===== config.mk =====
export PLATFORM = sky130hd
export DESIGN_NAME = uart_link
export DESIGN_NICKNAME = d
export VERILOG_FILES = /design/src/rtl/uart_link.sv
export SDC_FILE = /design/constraint.sdc
export NUM_CORES = 1
export LEC_CHECK = 0
export BUFFER_PORTS_ARGS = -buffer_cell sky130_fd_sc_hd__buf_4
export CORE_MARGIN = 5
export CORE_UTILIZATION = 40
export DETAILED_ROUTE_END_ITERATION = 8
export GPL_ROUTABILITY_DRIVEN = 0
export MAX_ROUTING_LAYER = met4
export SKIP_LAST_GASP = 1
export SYNTH_ARGS = -nofsm -noshare
export SYNTH_HDL_FRONTEND = slang
export SYNTH_SLANG_ARGS = --single-unit

===== constraint.sdc =====
create_clock -name clk -period 2.29 [get_ports clk]
set_input_delay 0.3435 -clock clk [delete_from_list [all_inputs] [get_ports clk]]
set_output_delay 0.3435 -clock clk [all_outputs]
set_load 0.1 [all_outputs]

===== src/rtl/uart_link.sv =====
// Self-contained 8-bit UART: programmable baud-tick generator, even-parity transmitter
// and oversampling receiver, all in the clk domain with tick used as a clock enable.
module uart_link #(
   parameter int DIV0 = 326,
   parameter int DIV1 = 163,
   parameter int DIV2 = 27,
   parameter int DIV3 = 1,
   parameter int OVS  = 16
) (
   input  logic       clk,
   input  logic       rst,
   input  logic [1:0] sel,
   input  logic       start_bit,
   input  logic       stop_bit,
   input  logic [7:0] tx_data,
   output logic       tx_out,
   output logic       tx_busy,
   input  logic       rx_in,
   output logic [7:0] data_out,
   output logic       rx_valid,
   output logic       parity_error,
   output logic       stopbit_error
);

   localparam int CW = (OVS > 2) ? $clog2(OVS) : 1;
   localparam logic [CW-1:0] CNT_LAST = CW'(OVS - 1);
   localparam logic [CW-1:0] CNT_MID  = CW'(OVS / 2 - 1);

   typedef enum logic [2:0] {TX_IDLE, TX_START, TX_DATA, TX_PARITY, TX_STOP} tx_state_t;
   typedef enum logic [2:0] {RX_IDLE, RX_START, RX_DATA, RX_PARITY, RX_STOP, RX_BREAK} rx_state_t;

   function automatic logic [15:0] reload_val(input logic [1:0] s);
      case (s)
         2'b00:   reload_val = 16'(DIV0 - 1);
         2'b01:   reload_val = 16'(DIV1 - 1);
         2'b10:   reload_val = 16'(DIV2 - 1);
         default: reload_val = 16'(DIV3 - 1);
      endcase
   endfunction

   logic [15:0] baud_cnt_q, baud_cnt_d;
   logic        tick;

   tx_state_t   tx_state_q, tx_state_d;
   logic [CW-1:0] tx_cnt_q, tx_cnt_d;
   logic [2:0]  tx_bit_q, tx_bit_d;
   logic [7:0]  tx_byte_q, tx_byte_d;
   logic        tx_stop_q, tx_stop_d;

   logic        rx_s1_q, rx_s2_q;
   rx_state_t   rx_state_q, rx_state_d;
   logic [CW-1:0] rx_cnt_q, rx_cnt_d;
   logic [2:0]  rx_bit_q, rx_bit_d;
   logic [7:0]  rx_shift_q, rx_shift_d;
   logic        rx_par_q, rx_par_d;
   logic [7:0]  data_out_q, data_out_d;
   logic        rx_valid_q, rx_valid_d;
   logic        perr_q, perr_d;
   logic        serr_q, serr_d;

   // Baud generator: the reload picks up sel, so a change lands at the next zero.
   assign tick = (baud_cnt_q == '0);

   always_comb begin
      if (tick) baud_cnt_d = reload_val(sel);
      else      baud_cnt_d = baud_cnt_q - 16'd1;
   end

   always_ff @(posedge clk or posedge rst) begin
      if (rst) baud_cnt_q <= '0;
      else     baud_cnt_q <= baud_cnt_d;
   end

   always_ff @(posedge clk or posedge rst) begin
      if (rst) begin
         tx_state_q <= TX_IDLE;
         tx_cnt_q   <= '0;
         tx_bit_q   <= '0;
         tx_byte_q  <= '0;
         tx_stop_q  <= 1'b1;
      end else begin
         tx_state_q <= tx_state_d;
         tx_cnt_q   <= tx_cnt_d;
         tx_bit_q   <= tx_bit_d;
         tx_byte_q  <= tx_byte_d;
         tx_stop_q  <= tx_stop_d;
      end
   end

   always_comb begin
      tx_state_d = tx_state_q;
      tx_cnt_d   = tx_cnt_q;
      tx_bit_d   = tx_bit_q;
      tx_byte_d  = tx_byte_q;
      tx_stop_d  = tx_stop_q;
      if (tick) begin
         case (tx_state_q)
            TX_IDLE: begin
               if (start_bit) begin
                  tx_byte_d  = tx_data;
                  tx_stop_d  = stop_bit;
                  tx_cnt_d   = '0;
                  tx_state_d = TX_START;
               end
            end
            default: begin
               if (tx_cnt_q == CNT_LAST) begin
                  tx_cnt_d = '0;
                  case (tx_state_q)
                     TX_START: begin
                        tx_bit_d   = '0;
                        tx_state_d = TX_DATA;
                     end
                     TX_DATA: begin
                        if (tx_bit_q == 3'd7) tx_state_d = TX_PARITY;
                        else                  tx_bit_d   = tx_bit_q + 3'd1;
                     end
                     TX_PARITY: tx_state_d = TX_STOP;
                     TX_STOP: begin
                        // Held request chains the next frame with no idle gap.
                        if (start_bit) begin
                           tx_byte_d  = tx_data;
                           tx_stop_d  = stop_bit;
                           tx_state_d = TX_START;
                        end else begin
                           tx_state_d = TX_IDLE;
                        end
                     end
                     default: tx_state_d = TX_IDLE;
                  endcase
               end else begin
                  tx_cnt_d = tx_cnt_q + 1'b1;
               end
            end
         endcase
      end
   end

   always_comb begin
      tx_out  = 1'b1;
      tx_busy = (tx_state_q != TX_IDLE);
      case (tx_state_q)
         TX_START:  tx_out = 1'b0;
         TX_DATA:   tx_out = tx_byte_q[tx_bit_q];
         TX_PARITY: tx_out = ^tx_byte_q;
         TX_STOP:   tx_out = tx_stop_q;
         default:   tx_out = 1'b1;
      endcase
   end

   always_ff @(posedge clk or posedge rst) begin
      if (rst) begin
         rx_s1_q    <= 1'b1;
         rx_s2_q    <= 1'b1;
         rx_state_q <= RX_IDLE;
         rx_cnt_q   <= '0;
         rx_bit_q   <= '0;
         rx_shift_q <= '0;
         rx_par_q   <= 1'b0;
         data_out_q <= '0;
         rx_valid_q <= 1'b0;
         perr_q     <= 1'b0;
         serr_q     <= 1'b0;
      end else begin
         rx_s1_q    <= rx_in;
         rx_s2_q    <= rx_s1_q;
         rx_state_q <= rx_state_d;
         rx_cnt_q   <= rx_cnt_d;
         rx_bit_q   <= rx_bit_d;
         rx_shift_q <= rx_shift_d;
         rx_par_q   <= rx_par_d;
         data_out_q <= data_out_d;
         rx_valid_q <= rx_valid_d;
         perr_q     <= perr_d;
         serr_q     <= serr_d;
      end
   end

   always_comb begin
      rx_state_d = rx_state_q;
      rx_cnt_d   = rx_cnt_q;
      rx_bit_d   = rx_bit_q;
      rx_shift_d = rx_shift_q;
      rx_par_d   = rx_par_q;
      data_out_d = data_out_q;
      rx_valid_d = 1'b0;
      perr_d     = perr_q;
      serr_d     = serr_q;
      case (rx_state_q)
         RX_IDLE: begin
            if (!rx_s2_q) begin
               rx_cnt_d   = '0;
               rx_state_d = RX_START;
            end
         end
         RX_START: begin
            if (tick) begin
               if (rx_cnt_q == CNT_MID) begin
                  rx_cnt_d   = '0;
                  rx_bit_d   = '0;
                  rx_state_d = rx_s2_q ? RX_IDLE : RX_DATA;
               end else begin
                  rx_cnt_d = rx_cnt_q + 1'b1;
               end
            end
         end
         RX_DATA, RX_PARITY, RX_STOP: begin
            if (tick) begin
               if (rx_cnt_q == CNT_LAST) begin
                  rx_cnt_d = '0;
                  case (rx_state_q)
                     RX_DATA: begin
                        rx_shift_d = {rx_s2_q, rx_shift_q[7:1]};
                        if (rx_bit_q == 3'd7) rx_state_d = RX_PARITY;
                        else                  rx_bit_d   = rx_bit_q + 3'd1;
                     end
                     RX_PARITY: begin
                        rx_par_d   = rx_s2_q;
                        rx_state_d = RX_STOP;
                     end
                     default: begin
                        data_out_d = rx_shift_q;
                        perr_d     = (^rx_shift_q) != rx_par_q;
                        serr_d     = !rx_s2_q;
                        rx_valid_d = 1'b1;
                        // A low stop bit may be a break; wait for the line to recover.
                        rx_state_d = rx_s2_q ? RX_IDLE : RX_BREAK;
                     end
                  endcase
               end else begin
                  rx_cnt_d = rx_cnt_q + 1'b1;
               end
            end
         end
         RX_BREAK: begin
            if (rx_s2_q) rx_state_d = RX_IDLE;
         end
         default: rx_state_d = RX_IDLE;
      endcase
   end

   assign data_out      = data_out_q;
   assign rx_valid      = rx_valid_q;
   assign parity_error  = perr_q;
   assign stopbit_error = serr_q;

endmodule


==> results.yml, run 1 <==
status:
  status: "complete, but fails checks"
  violations: "setup timing"
power:
  ir_drop_mv: 0.550
  p_leak_uw: 0.00202
  power.density_nw_per_um2: 818
die:
  core-area_um2: 8680
  io_pins: 28
  die-area_um2: 10800
  die_w_um: 104
  fp-row-count: 34
  die_h_um: 104
  initial_core_util_pct: 40.8
synth:
  synth_edf_count: 0
  yosysWarnings: 0
  syn_area_um2: 3540
  async_flop_share_pct: 100
  syn_avg_cell_area_um2: 10.9
  syn_inst: 324
  synth_seq_area_share_pct: 47.5
  ys_ff_latch: 67
  synth_ff_type: "dfrtp_1"
  synth_cell_type_count: 56
  syn_nets: 350
sta:
  hold_viol_final: 0
  whs_ns: 0.0119
  tightest_slew_ns: 0.492
  slew_headroom_pct: 67.1
  post-route-period-util_pct: 108
  finClkSkew_ns: 0.0109
  setup_slack_ns: -0.194
  drv_slew: 0
  fin_crit_ns: 2.48
  max_freq_mhz: 403
  rsz0062_at_grt: "true"
  setup-violations-final: 1
critical_path:
  r2r_start: "baud_cnt_q[0]"
  reg2reg_slack_ns: 0.10
  worstPathRequired_ns: 1.95
  arrival_ns: 2.14
  worst_setup_path_start_kind: "register"
  end_kind: "output port"
  worstRegToRegCells: 8
  r2r-end: "tx_bit_q[1]"
  path_max_fanout: 3
  crit_type: "reg2out"
drt:
  vias: 2648
  vias_per_cell: 5.39
  finalWirelength_mm: 7.12
  routedWlPerCell_um: 14.5
  initialDrtViolationCount: 91
  dr.pass1.iters: 4
  ant_nets: 0
  drc: 0
layout:
  nFillCells: 815
  drive_gt1_share_pct: 31.1
  num_antenna_cells: 0
  nets: 404
  area_growth_pct: 21.3
  final_cell_area_um2: 4290
  multi_input_area_um2: 1830
  seqCellArea_um2: 1680
  final_cells: 491
grt:
  track_usage_pct: 14.0
  grt_pass1_vias: 2670
  grt_max_degree: 30
  antenna_found_initial: 0
  grt_pass1_wl_mm: 12.3
  grt_overflow_total: 0
cts:
  clk_pin_slew_worst_paths_ns: 0.08
  cts_sinks: 67
  numCtsBuffers: 9
  cts_hold_buf: 0
  clock_latency_ns: 0.35
  clk_path_buf_depth: 2
  cts_tree: "yes"
  cts_root_buffer: "clkbuf_8"
  h-tree-depth: 3
job:
  drv_cap: 0
min_path:
  hold_path_class: "in2async"
placement:
  hpwl_mm: 5.00
  place_inst: 474
  place_area_um2: 4040
  port_buffers: 27
==> cell usage in the layout (no fill, tap or decap), drive strengths merged, types with 4 or more instances in the layout <==
| cell | count |
|---|---|
| mux2 | 28 |
| ha | 11 |
| dfrtp | 64 |
| o31ai | 4 |
| nor2 | 21 |
| buf | 53 |
| o21ai | 19 |
| nor3 | 9 |
| clkinv | 5 |
| clkbuf | 9 |
| a21oi | 21 |
| xor2 | 8 |
| inv | 16 |
| nand3 | 10 |
| nor4 | 9 |
| xnor2 | 17 |
| nand2 | 28 |
| nand4 | 5 |
==> power breakdown <==
group	switching, uW	internal [uW]	total (uW)
logic	484	474	958
registers	270	1390	1660
clock network	497	398	895
==> through the flow <==
| step | TNS, ns | util (%) | total power, uW | setup slack (ns) |
|---|---|---|---|---|
| finish | -0.194 | 49.5 | 3510 | -0.194 |
| global route | -0.361 | 49.5 | 3740 | -0.275 |
| CTS | -0.197 | 48.8 | 3480 | -0.197 |
| detailed placement | 0 | 46.5 | 2560 | 0.0220 |
| global placement | 0 | 46.5 | 2530 | 0.0708 |
| floorplan | 0 | - | 2290 | 0.0442 |
==> layer usage <==
layer | wire (um) | vias up | track usage [%] | share of wire [%]
met4 | 121 | 0 | 5.09 | 1.7
met3 | 272 | 10 | 3.79 | 3.8
met2 | 3530 | 48 | 22.6 | 50
met5 | 0 | - | - | 0
li1 | - | 1285 | - | -
met1 | 3190 | 1305 | 16.9 | 45
==> registers in the layout, summed over array words and instances, names as in the netlist, 3 cells and up <==
signal,cells
tx_cnt_q,4
tx_state_q,3
rx_bit_q,3
baud_cnt_q,16
rx_state_q,3
rx_shift_q,8
data_out,8
tx_bit_q,3
rx_cnt_q,4
tx_byte_q,8
==> timing repair <==
| action | CTS | global route |
|---|---|---|
| gates cloned | 0 | 0 |
| pin swaps | 1 | 3 |
| resized for setup | 4 | 9 |
| setup endpoints to repair | 4 | 28 |
| buffers inserted | 0 | 1 |
==> synthesized netlist by cell type, drive strengths merged, types with 3 or more instances <==
library cell | number | area (um^2)
a21oi | 21 | 109
buf | 7 | 40.0
clkbuf | 3 | 11.3
dfrtp | 64 | 1600
dfstp | 3 | 78.8
ha | 11 | 138
inv | 14 | 52.6
mux2 | 28 | 349
nand2 | 28 | 105
nand2b | 3 | 18.8
nand3 | 10 | 62.6
nand4 | 5 | 43.8
nor2 | 21 | 78.8
nor3 | 9 | 45.0
nor4 | 9 | 108
nor4b | 3 | 26.3
o21ai | 19 | 95.1
o31ai | 4 | 30.0
or3 | 3 | 18.8
or4 | 3 | 26.3
xnor2 | 17 | 149
xor2 | 8 | 70.1
==> layout make-up <==
type                       count  area share [%]
clock buffer                   9            2.88
clock inverter                 7            1.17
inverter                      14            1.22
multi-input combinational    233            42.6
sequential                    67            39.2
tap                          108            3.15
timing repair buffer          53            9.85
==> worst max-delay path, stage by stage, from the launching register on <==
cell,delay [ns]
dfrtp_1,0.40
mux4_2,0.52
nor2b_4,0.15
a2111oi_4,0.32
buf_4,0.18
nor3_4,0.04
buf_12,0.18
==> how the worst max path moves through the flow <==
stage	start	endpoint	cells after the start
floorplan	tx_state_q[0]	tx_byte_q[0]	6
global placement	baud_cnt_q[0]	tx_bit_q[1]	8
detailed placement	baud_cnt_q[0]	tx_bit_q[2]	8
CTS	tx_bit_q[0]	tx_out	6
global route	tx_bit_q[0]	tx_out	6
finish	tx_bit_q[0]	tx_out	6
==> logic make-up after synthesis <==
logic type,share of synthesized area [%]
simple gates,16.7
buf+inv,2.93
compound gates,11.1
flops,47.5
mux,11.7
xor+xnor,6.19
fa+ha+maj,3.89
No activity file was read; power rests on OpenSTA's default activity.
==> inputs of run 2 (changes only) <==
--- a/config.mk
+++ b/config.mk
@@ -6,11 +6,15 @@
 export NUM_CORES = 1
 export LEC_CHECK = 0
 export BUFFER_PORTS_ARGS = -buffer_cell sky130_fd_sc_hd__buf_4
+export CAP_MARGIN = 20
+export CELL_PAD_IN_SITES_DETAIL_PLACEMENT = 0
+export CELL_PAD_IN_SITES_GLOBAL_PLACEMENT = 1
 export CORE_MARGIN = 5
 export CORE_UTILIZATION = 40
 export DETAILED_ROUTE_END_ITERATION = 8
 export GPL_ROUTABILITY_DRIVEN = 0
 export MAX_ROUTING_LAYER = met4
+export PLACE_DENSITY_LB_ADDON = 0.1
 export SKIP_LAST_GASP = 1
 export SYNTH_ARGS = -nofsm -noshare
 export SYNTH_HDL_FRONTEND = slang
==> run 2 against run 1 <==
Net effect:
- the flow still finishes with violations (setup timing)
- register-to-register slack improved by 0.03 ns
- clock-buffer cell count unchanged
- total power increased by 6.9%
- worst hold slack improved by 0.045 ns
- critical path depth unchanged
- die area unchanged
- maximum frequency increased by 6.0%
- via count decreased by 2.4%
- routed wire length decreased by 0.49%
- first-iteration DRC count increased by 25%
- final cell count increased by 0.20%
==> results.yml, run 2 (synthesis results as in run 1) <==
status:
  status: "complete, but fails checks"
  violations: "setup timing"
sta:
  fin_crit_ns: 2.34
  tightest_slew_ns: 0.580
  setup_slack_ns: -0.0525
  tns_ns: -0.0525
  hold_viol_final: 0
  drv_slew: 0
  post-route-period-util_pct: 102
  rsz0062_at_grt: "true"
  finClkSkew_ns: 0.0111
  max_freq_mhz: 427
  slew_headroom_pct: 61.3
  setup-violations-final: 1
drt:
  dr.pass1.iters: 4
  initialDrtViolationCount: 114
  vias: 2585
  drc: 0
  finalWirelength_mm: 7.08
  vias_per_cell: 5.25
  ant_nets: 0
  routedWlPerCell_um: 14.4
grt:
  use_met1_pct: 19.0
  grt_pass1_wl_mm: 12.6
  grt_use_met2_pct: 21.7
  met3_usage_pct: 3.85
  antenna_found_initial: 0
  grt_pass1_vias: 2590
  grt_busiest_layer: "met2"
  track_usage_pct: 14.5
  grt_max_degree: 30
  grt_overflow_total: 0
layout:
  regMostFlops: "baud_cnt_q"
  nFillCells: 817
  num_antenna_cells: 0
  nets: 405
  area_growth_pct: 23.0
  drive_gt1_share_pct: 30.7
  final_common_cell: "dfrtp_1"
  final_cell_mix: "dfrtp_1 (64), buf_4 (52), nand2_1 (28)"
  largest_register_ffs: 16
  utilization_pct: 50.2
critical_path:
  end_kind: "output port"
  cp-startpoint: "tx_bit_q[0]"
  worst_setup_path_start_kind: "register"
  path_max_fanout: 3
  arrival_ns: 2.00
  worstRegToRegCells: 7
  crit_type: "reg2out"
  worstPathRequired_ns: 1.95
  r2r_start: "baud_cnt_q[2]"
die:
  core-area_um2: 8680
  die_h_um: 104
  io_pins: 28
  die_w_um: 104
  die-area_um2: 10800
  fp-row-count: 34
  initial_core_util_pct: 40.8
cts:
  cts_root_buffer: "clkbuf_8"
  clock_latency_ns: 0.35
  clk_path_buf_depth: 2
  clk_pin_slew_worst_paths_ns: 0.08
  numCtsBuffers: 9
  cts_sinks: 67
  h-tree-depth: 3
  cts_tree: "yes"
  cts_hold_buf: 0
placement:
  port_buffers: 27
  hpwl_mm: 5.02
  place_ws_ns: -0.0269
power:
  power.density_nw_per_um2: 863
  ir_drop_mv: 0.515
  p_leak_uw: 0.00205
min_path:
  hold_path_class: "in2async"
job:
  drv_cap: 0
==> run 2: cell count changes in the layout (fill, tap and decap cells not counted), sizes merged <==
cell      delta
buf          +1
bufinv       +2
inv          -1
clkinvlp     +2
clkinv       -3
==> run 2: worst paths after layout <==
path | end | slack [ns]
setup / recovery | tx_out | -0.05
hold / removal | tx_state_q[1] | 0.06
setup reg to reg | tx_bit_q[2] | 0.13
hold reg to reg | rx_s2_q | 0.37
max in group asynchronous | tx_stop_q | 1.55
min in group clk | rx_s1_q | 0.10
==> run 2: final cells by class <==
class / count / area [um^2] / area share, %
clock buffers: 9 / 124 / 2.85
clock inverters: 7 / 101 / 2.33
inverters: 14 / 52.6 / 1.21
multi-input cells: 233 / 1830 / 42.0
flip-flops and latches: 67 / 1680 / 38.6
well taps: 108 / 135 / 3.10
repair buffers: 54 / 430 / 9.89
==> run 2: layer usage <==
metal / share of wire, % / up-vias
li1: - / 1285
met1: 49 / 1242
met2: 45 / 51
met3: 4.2 / 7
met4: 1.2 / 0
met5: 0 / -
==> run 2: worst max-delay path, stage by stage (launching register included) <==
cell       delay (ns)
dfrtp_1          0.42
mux4_2           0.52
nor2b_4          0.15
a2111oi_4        0.18
buf_4            0.16
nor3_4           0.04
buf_12           0.18
==> run 2: what timing repair did <==
item | in CTS | in global routing
setup endpoints to repair | 12 | 13
resized for setup | 6 | 6
pin swaps | 1 | 3
setup buffers | 0 | 3
==> run 2: through the flow <==
stage / power [uW] / std cells / hold WS (ns) / area (um^2)
3_5_place_dp: 2550 / 473 / 0.348 / 4030
4_1_cts: 3730 / 489 / 0.0590 / 4290
5_1_grt: 4000 / 492 / 0.0611 / 4350
2_1_floorplan: 2290 / 324 / 0.345 / 3550
6_report: 3760 / 492 / 0.0564 / 4350
3_3_place_gp: 2540 / 473 / 0.351 / 4030
==> run 2: power breakdown <==
| group | total [uW] | internal (uW) | switching (uW) |
|---|---|---|---|
| clock network | 1110 | 620 | 495 |
| registers | 1650 | 1390 | 265 |
| logic | 987 | 489 | 498 |
==> inputs of run 3 (changes only) <==
--- a/config.mk
+++ b/config.mk
@@ -9,12 +9,14 @@
 export CAP_MARGIN = 20
 export CELL_PAD_IN_SITES_DETAIL_PLACEMENT = 0
 export CELL_PAD_IN_SITES_GLOBAL_PLACEMENT = 1
+export CORE_ASPECT_RATIO = 0.6
 export CORE_MARGIN = 5
 export CORE_UTILIZATION = 40
 export DETAILED_ROUTE_END_ITERATION = 8
 export GPL_ROUTABILITY_DRIVEN = 0
 export MAX_ROUTING_LAYER = met4
 export PLACE_DENSITY_LB_ADDON = 0.1
+export SETUP_SLACK_MARGIN = 0.4
 export SKIP_LAST_GASP = 1
 export SYNTH_ARGS = -nofsm -noshare
 export SYNTH_HDL_FRONTEND = slang
==> run 3 against run 2 <==
Net effect:
- first-iteration DRC count rose by 42%
- global-route usage rose by 1.7 points
- via count rose by 7.8%
- flip-flop and latch count did not move
- largest power group unchanged
- critical path depth fell by 2
- combinational power rose by 26%
- the run now ends clean
==> results.yml, run 3 (synthesis results as in run 1) <==
status:
  status: "completed"
sta:
  finClkSkew_ns: 0.00502
  setup_slack_ns: 0.0485
  fin_crit_ns: 2.24
  hold_viol_final: 0
  tns_ns: 0
  rsz0062_at_grt: "true"
  drv_slew: 0
  setup-violations-final: 0
  max_freq_mhz: 446
  post-route-period-util_pct: 97.9
  tightest_slew_ns: 0.469
  slew_headroom_pct: 68.4
layout:
  drive_gt1_share_pct: 44.9
  area_growth_pct: 42.8
  final_cell_mix: "buf_4 (67), dfrtp_1 (57), nand2_1 (25)"
  nets: 435
  final_common_cell: "buf_4"
  largest_register_ffs: 16
  regMostFlops: "baud_cnt_q"
  num_antenna_cells: 0
job:
  drv_cap: 0
power:
  p_leak_uw: 0.00233
  power.density_nw_per_um2: 894
  power_uw: 4520
  ir_drop_mv: 0.605
cts:
  cts_sinks: 67
  cts_hold_buf: 0
  numCtsBuffers: 9
  clock_latency_ns: 0.33
  clk_pin_slew_worst_paths_ns: 0.06
  cts_root_buffer: "clkbuf_16"
  cts_tree: "yes"
  h-tree-depth: 3
  clk_path_buf_depth: 2
critical_path:
  path_max_fanout: 3
  worstRegToRegCells: 7
  cp-startpoint: "tx_bit_q[0]"
  r2r-end: "tx_bit_q[1]"
  reg2reg_slack_ns: 0.16
  crit_type: "reg2out"
  r2r_start: "baud_cnt_q[2]"
  worst_setup_path_start_kind: "register"
  end_kind: "output port"
  worstPathRequired_ns: 1.95
  arrival_ns: 1.90
  timing.critical_path.to: "tx_out"
placement:
  place_ws_ns: 0.0954
  port_buffers: 27
  hpwl_mm: 5.36
grt:
  use_met1_pct: 24.5
  grt_use_met2_pct: 21.1
  met3_usage_pct: 4.23
  grt_overflow_total: 0
  grt_pass1_vias: 2728
  grt_pass1_wl_mm: 14.1
  track_usage_pct: 16.2
  antenna_found_initial: 0
  grt_busiest_layer: "met1"
  grt_max_degree: 68
drt:
  vias: 2786
  initialDrtViolationCount: 162
  ant_nets: 0
  routedWlPerCell_um: 16.2
  drc: 0
  finalWirelength_mm: 8.50
  dr.pass1.iters: 4
  vias_per_cell: 5.30
die:
  die-area_um2: 10900
  die_w_um: 131
  initial_core_util_pct: 41.4
  fp-row-count: 26
  core-area_um2: 8560
  die_h_um: 82.9
  io_pins: 28
min_path:
  hold_path_class: "in2async"
## run 3: cell types whose count changed in the layout (fill, tap and decap cells not counted), moves of 8 or more
cell       change
mux2_2        -10
buf_6         +11
clkbuf_8       -9
clkbuf_16      +9
mux2_4        +10
o21ai_0        -8
buf_4         +15
## run 3: worst max-delay path: stages (launching register included)
cell	delay [ns]
dfrtp_2	0.39
mux4_2	0.53
a2111oi_4	0.38
nor3_4	0.07
buf_12	0.18
## run 3: what timing repair did
item / 4_1_cts / 5_1_grt
buffers inserted: 21 / 13
resized for setup: 44 / 39
pin swaps: 13 / 23
endpoints found under the setup margin: 46 / 54
endpoints found under the hold margin: 0 / 0
cloned: 2 / 0
## run 3: worst min-delay path by stage
stage | to | slack, ns | cells after the start
finish | rx_shift_q[4] | 0.10 | 3
floorplan | rx_s2_q | 0.35 | 0
detailed placement | rx_s2_q | 0.35 | 0
CTS | rx_s1_q | 0.10 | 1
global placement | rx_s2_q | 0.35 | 0
global route | rx_s1_q | 0.10 | 1
## run 3: power breakdown
group	total (uW)	leakage (uW)	internal (uW)	switching (uW)
Sequential	1680	0.000865	1400	284
Clock	1600	0.000159	1070	536
Combinational	1240	0.00131	640	597
Total	4520	0.00233	3100	1420
## run 3: final cells by class
cell class                      instances  area [um^2]
Tap cell                              112          140
Sequential cell                        67         1690
Timing Repair Buffer                   83          722
Multi-Input combinational cell        234         2100
Inverter                               14         60.1
Clock buffer                           10          229
Fill cell                             733         3500
Clock inverter                          6          114
## run 3: metal layers
| metal | vias to the layer above | share of wire (%) | routed length, um |
|---|---|---|---|
| met5 | - | 0 | 0 |
| met3 | 7 | 3.4 | 292 |
| met2 | 41 | 41 | 3490 |
| met4 | 0 | 1.1 | 93 |
| li1 | 1353 | - | - |
| met1 | 1385 | 54 | 4620 |
## run 3: per-stage QoR
step / instance area [um^2] / instances / hold WS, ns / util (%)
after floorplan: 3640 / 324 / 0.345 / -
after global placement: 4120 / 474 / 0.346 / 48.2
after detailed placement: 4120 / 474 / 0.350 / 48.2
after CTS: 4820 / 513 / 0.103 / 56.4
after global routing: 5060 / 526 / 0.102 / 59.1
final: 5060 / 526 / 0.102 / 59.1
